<file path="config.mk">
export PLATFORM = sky130hd
export DESIGN_NAME = rr_stream_arbiter
export DESIGN_NICKNAME = d
export VERILOG_FILES = /design/src/rtl/arb_pkg.sv /design/src/rtl/rr_pick.sv /design/src/rtl/rr_stream_arbiter.sv
export SDC_FILE = /design/constraint.sdc
export NUM_CORES = 1
export LEC_CHECK = 0
export BUFFER_PORTS_ARGS = -buffer_cell sky130_fd_sc_hd__clkbuf_2
export CORE_AREA = 2 2 62 87
export CTS_CLUSTER_DIAMETER = 50
export CTS_CLUSTER_SIZE = 28
export DETAILED_ROUTE_END_ITERATION = 7
export DIE_AREA = 0 0 64 89
export GPL_TIMING_DRIVEN = 0
export MAX_ROUTING_LAYER = met4
export PLACE_DENSITY = 0.95
export SETUP_SLACK_MARGIN = 0.2
export SYNTH_ARGS = -nofsm -noshare
export SYNTH_HDL_FRONTEND = slang
export SYNTH_SLANG_ARGS = --single-unit
</file>
<file path="constraint.sdc">
create_clock -name clk -period 5.43 [get_ports clk]
set_input_delay 0.2715 -clock clk [delete_from_list [all_inputs] [get_ports clk]]
set_output_delay 0.2715 -clock clk [all_outputs]
set_load 0.05 [all_outputs]
</file>
<file path="src/rtl/arb_pkg.sv">
// Shared types and width helpers for the round-robin stream arbiter.
// The beat struct is sized for the widest payload so bench components can share it.
package arb_pkg;

    typedef enum logic [0:0] {
        IDLE   = 1'b0,
        LOCKED = 1'b1
    } arb_state_e;

    localparam int MAX_DATA_W = 1024;

    function automatic int idx_width(input int n);
        return (n > 1) ? $clog2(n) : 1;
    endfunction

    // A zero MAX_BEATS still needs a one-bit counter to keep the logic legal.
    function automatic int cnt_width(input int m);
        return (m > 0) ? $clog2(m + 1) : 1;
    endfunction

    typedef struct packed {
        logic [MAX_DATA_W-1:0] data;
        logic                  last;
        logic [3:0]            id;
    } arb_beat_t;

endpackage

</file>
<file path="src/rtl/rr_pick.sv">
// Combinational round-robin pick: first request strictly above last_grant, wrapping.
// The request vector is doubled so the wrap becomes a plain masked priority encode.
module rr_pick
    import arb_pkg::*;
#(
    parameter int N_REQ = 4
) (
    input  logic [N_REQ-1:0]         req,
    input  logic [$clog2(N_REQ)-1:0] last_grant,
    output logic                     any,
    output logic [$clog2(N_REQ)-1:0] winner
);

    localparam int IDX_W = idx_width(N_REQ);

    logic [2*N_REQ-1:0] req2_s;
    logic [2*N_REQ-1:0] mask2_s;
    logic [2*N_REQ-1:0] masked_s;

    // Mask off everything at or below last_grant, then take the lowest surviving bit.
    always_comb begin
        req2_s   = {req, req};
        mask2_s  = '0;
        winner   = '0;
        any      = |req;
        for (int i = 0; i < 2 * N_REQ; i++) begin
            mask2_s[i] = (i > int'(last_grant));
        end
        masked_s = req2_s & mask2_s;
        for (int i = 2 * N_REQ - 1; i >= 0; i--) begin
            winner = masked_s[i] ? IDX_W'(i % N_REQ) : winner;
        end
    end

endmodule

</file>
<file path="src/rtl/rr_stream_arbiter.sv">
// Packet-locked round-robin arbiter merging N_REQ valid/ready streams onto one.
// The grant is held from the first beat until the last beat (or forced release) is accepted.
module rr_stream_arbiter
    import arb_pkg::*;
#(
    parameter int N_REQ     = 4,
    parameter int DATA_W    = 32,
    parameter int MAX_BEATS = 256
) (
    input  logic                      clk,
    input  logic                      rst,
    input  logic [N_REQ-1:0]          s_valid,
    output logic [N_REQ-1:0]          s_ready,
    input  logic [N_REQ*DATA_W-1:0]   s_data,
    input  logic [N_REQ-1:0]          s_last,
    output logic                      m_valid,
    input  logic                      m_ready,
    output logic [DATA_W-1:0]         m_data,
    output logic                      m_last,
    output logic [$clog2(N_REQ)-1:0]  m_id,
    output logic                      busy,
    output logic                      pkt_err
);

    localparam int              IDX_W     = idx_width(N_REQ);
    localparam int              CNT_W     = cnt_width(MAX_BEATS);
    localparam logic [CNT_W-1:0] CNT_LIMIT = (MAX_BEATS == 0) ? '0 : CNT_W'(MAX_BEATS - 1);

    arb_state_e       state_r, state_s;
    logic [IDX_W-1:0] grant_r, grant_s;
    logic [IDX_W-1:0] last_grant_r, last_grant_s;
    logic [CNT_W-1:0] beat_cnt_r, beat_cnt_s;
    logic             pkt_err_r, pkt_err_s;
    logic             pick_any_s;
    logic [IDX_W-1:0] pick_winner_s;
    logic             accept_s;

    rr_pick #(.N_REQ(N_REQ)) u_pick (
        .req        (s_valid),
        .last_grant (last_grant_r),
        .any        (pick_any_s),
        .winner     (pick_winner_s)
    );

    assign accept_s = m_valid & m_ready;
    assign pkt_err  = pkt_err_r;

    // Output pass-through from the granted requester while locked.
    always_comb begin
        s_ready = '0;
        m_valid = 1'b0;
        m_data  = '0;
        m_last  = 1'b0;
        m_id    = grant_r;
        busy    = 1'b0;
        case (state_r)
            LOCKED: begin
                m_valid          = s_valid[grant_r];
                m_data           = s_data[int'(grant_r)*DATA_W +: DATA_W];
                m_last           = s_last[grant_r];
                s_ready[grant_r] = m_ready;
                busy             = 1'b1;
            end
            IDLE: begin
                busy = 1'b0;
            end
            default: begin
                busy = 1'b0;
            end
        endcase
    end

    // Arbitration, packet tracking and forced release.
    always_comb begin
        state_s      = state_r;
        grant_s      = grant_r;
        last_grant_s = last_grant_r;
        beat_cnt_s   = beat_cnt_r;
        pkt_err_s    = 1'b0;
        case (state_r)
            IDLE: begin
                if (pick_any_s) begin
                    state_s    = LOCKED;
                    grant_s    = pick_winner_s;
                    beat_cnt_s = '0;
                end else begin
                    state_s = IDLE;
                end
            end
            LOCKED: begin
                if (!accept_s) begin
                    state_s = LOCKED;
                end else if (m_last) begin
                    state_s      = IDLE;
                    last_grant_s = grant_r;
                end else if ((MAX_BEATS != 0) && (beat_cnt_r == CNT_LIMIT)) begin
                    state_s      = IDLE;
                    last_grant_s = grant_r;
                    pkt_err_s    = 1'b1;
                end else if (beat_cnt_r != {CNT_W{1'b1}}) begin
                    beat_cnt_s = beat_cnt_r + CNT_W'(1);
                end else begin
                    beat_cnt_s = beat_cnt_r;
                end
            end
            default: begin
                state_s = IDLE;
            end
        endcase
    end

    // State registers; reset drops any packet in flight without a pulse.
    always_ff @(posedge clk) begin
        if (rst) begin
            state_r      <= IDLE;
            grant_r      <= '0;
            last_grant_r <= IDX_W'(N_REQ - 1);
            beat_cnt_r   <= '0;
            pkt_err_r    <= 1'b0;
        end else begin
            state_r      <= state_s;
            grant_r      <= grant_s;
            last_grant_r <= last_grant_s;
            beat_cnt_r   <= beat_cnt_s;
            pkt_err_r    <= pkt_err_s;
        end
    end

endmodule
</file>
==> key figures <==
Clock tree
  – Hold buffers post-CTS: 0
  – Clock Latency Late Sink: 250 ps
  – Clk slew on worst S/H paths: 60 ps
  – H-Tree Depth: 1
  – TritonCTS buffer count: 3
  – CTS Buffer Depth: 2
  – Setup Buffers After CTS: 0
  – Root buffer cell: clkbuf_8
  – Clk sink count: 15
  – CTS tree: done
  – Post_cts resized: 0

Timing
  – Final setup vio count: 0
  – Fin Clk Skew: 0.6621 ps
  – Final Hold Fails: 0
  – Final Cycle Share: 0.4957
  – Setup TNS: 0 ps
  – Unrepaired setup endpoints after global routing: false
  – Worst-margin pin slew: 583.9 ps
  – Pins Over Slew Limit: 0
  – Max-slew headroom: 0.6071
  – Hold slack: 272.4 ps
  – Post-route minimum period: 2692 ps
  – Fmax: 371.5 MHz

Yosys
  – Mux contribution to synthesized area: 0.4222
  – Compound-gate portion of the synthesized area: 0.1129
  – EDFF count, synth: 0
  – FFs w/ async S/R, synth: 0
  – Cell Area, Synth: 1962 um^2
  – Warnings from Yosys: 0
  – Cells after synthesis: 191
  – #FFs+latches synth: 15
  – Mean Syn Cell Area: 10.27 um^2
  – Adder-cell share of the synthesized area: 0.01913
  – Yosys cell types: 40
  – Syn Nets: 333
  – Post-Synth Simple-Gate Area: 0.2366
  – Sequential share of the synthesized area: 0.1531
  – Largest family of logic cells by synthesized area: multiplexers
  – Xor/xnor share of the synthesized area: 0
  – Post-synth top flop: dfxtp_1

Floorplanning
  – Die width: 64 um
  – Core Box Area: 4842 um^2
  – Die height: 89 um
  – Initial cell density of the core: 0.4052
  – Rows: 30
  – I/O pin cnt: 181
  – Die area: 5696 um^2

Critical path
  – Crit. End Element: register
  – CP Launch Type: register
  – Arr. time, crit path: 2830 ps
  – Crit Path Class: register to register
  – CP Max Fanout: 7
  – R2r startpoint: beat_cnt_r[0]
  – Setup crit start: beat_cnt_r[0]
  – Worst Path Required: 5570 ps

Route
  – Vias per cell: 5.523
  – Wire per inst: 17.37 um
  – Post-DRT Antenna Nets: 0
  – Via Count: 2,430
  – DR DRC count: 0
  – Initial DRC count: 94
  – First-pass iteration count of the detailed router: 4
  – Total Routed Length: 7.642 mm

Power
  – Reg power frac: 0.228
  – Clock share of power: 0.180
  – Switching power: 0.2230 mW
  – Leak: 1.449 nW
  – Peak VDD IR: 0.1493 mV
  – Net Sw Frac: 0.4331
  – Int Pwr: 0.2920 mW
  – Pwr dens: 172.4 nW/um^2
  – Combinational cell fraction of total power: 0.592

Hold path
  – HP Start: rst
  – HP Class: primary input to register

Global routing
  – First-pass GRT wire length: 11.60 mm
  – Largest net degree at the start of global routing: 11
  – Vias in the first global route: 2,426
  – GRT Residual Overflow: 0
  – Antenna violations before repair: 2
  – Gr usage total: 0.2725

Run
  – Max-cap viol count: 0

Placement
  – Inst Count DP: 434
  – DP HPWL: 6.747 mm
  – I/O Buffers: 179
  – Placed cell area: 2938 um^2
  – Global placement routability congestion: 0.9228

Final layout
  – Area grow syn2layout: 52.30%
  – Non-filler cells, final: 440
  – Share of cells above drive strength 1: 0.6257
  – Fin area: 2988 um^2
  – Post-layout nets: 517

Run status
  – Outcome: complete, no violations
[sequential cells by signal, indices dropped and copies added, names as in the netlist]
signal        count
beat_cnt_r        9
last_grant_r      2
m_id              2
pkt_err           1
state_r           1
[layout by cell type (no fill, tap or decap), drive strengths merged, types with 5 or more instances in the layout]
master	instances
o211ai	5
mux2i	7
a22oi	5
o21ai	6
a21oi	7
nand3	5
nand2	10
mux4	33
clkbuf	187
dfxtp	15
and2	34
buf	12
nor3	7
nor2	10
[per-stage QoR]
stage	worst slack [ps]	util	power [mW]
6_report	2738	0.6171	0.5150
5_1_grt	2584	0.6171	0.5426
4_1_cts	2768	0.6160	0.5165
3_5_place_dp	2784	0.6067	0.4243
3_3_place_gp	2825	0.6067	0.4180
2_1_floorplan	2750	-	0.3283
[routing by layer]
layer | GRT usage | vias to the layer above | wire (um)
met1 | 0.2694 | 1165 | 2531
met5 | - | - | 0
li1 | - | 1110 | -
met3 | 0.1335 | 11 | 1082
met2 | 0.4773 | 144 | 3903
met4 | 0.07115 | 0 | 123
[area by class of cell]
class                   count  area [um^2]
well taps                  64        80.08
fillers                   405         1854
multi-input cells         156         1551
clock buffers               4        45.04
flip-flops and latches     15        300.3
diodes                      2        5.005
inverters                   4        15.01
plain buffers              16        95.09
repair buffers            179        895.9
[cell families (layout without fill, tap and decap cells)]
family	after synthesis	count (layout)
DFF	15	15
adders and majority gates	3	3
muxes	41	41
and+or+nand+nor	80	80
buffers and inverters	20	203
AOI/OAI and AO/OA	32	32
other	0	2
[worst max-delay path, stage by stage, from the launching register on]
cell and delay (ps):
dfxtp_1 400, ha_1 230, nand3_1 130, or2_2 340
nor2_1 170, ha_1 260, nand2b_1 160, and4bb_2 270
nor2_2 240, nor2_1 110, mux2_4 270
[power by group through the flow]
stage | registers (mW) | clock network (mW) | logic, mW
floorplan | 0.125 | 0 | 0.203
global placement | 0.120 | 0 | 0.298
global route | 0.118 | 0.101 | 0.323
finish | 0.118 | 0.0926 | 0.305
detailed placement | 0.120 | 0 | 0.304
CTS | 0.118 | 0.0939 | 0.305
[cell usage after synthesis (all sizes together) (2+ instances only)]
| master | count | area share |
|---|---|---|
| nor3 | 7 | 0.018 |
| nor2 | 10 | 0.024 |
| dfxtp | 15 | 0.15 |
| and2 | 34 | 0.11 |
| o21bai | 2 | 0.013 |
| o211ai | 5 | 0.019 |
| mux2i | 7 | 0.036 |
| a21oi | 7 | 0.018 |
| or2 | 2 | 0.0064 |
| nor4 | 2 | 0.0064 |
| inv | 4 | 0.0077 |
| o21ai | 6 | 0.015 |
| nor4b | 2 | 0.012 |
| clkbuf | 4 | 0.0077 |
| mux4 | 33 | 0.38 |
| nand2b | 4 | 0.013 |
| nand3 | 5 | 0.013 |
| a22oi | 5 | 0.019 |
| buf | 12 | 0.041 |
| ha | 3 | 0.019 |
| nand2 | 10 | 0.019 |
[final timing paths]
check / to / slack (ps) / depth (start not counted)
hold reg to reg: beat_cnt_r[8] / 490 / 1
setup reg to reg: beat_cnt_r[0] / 2740 / 10
setup / recovery: beat_cnt_r[0] / 2740 / 10
hold / removal: state_r / 270 / 2
Note: power is estimated with default switching activity, not from simulation.
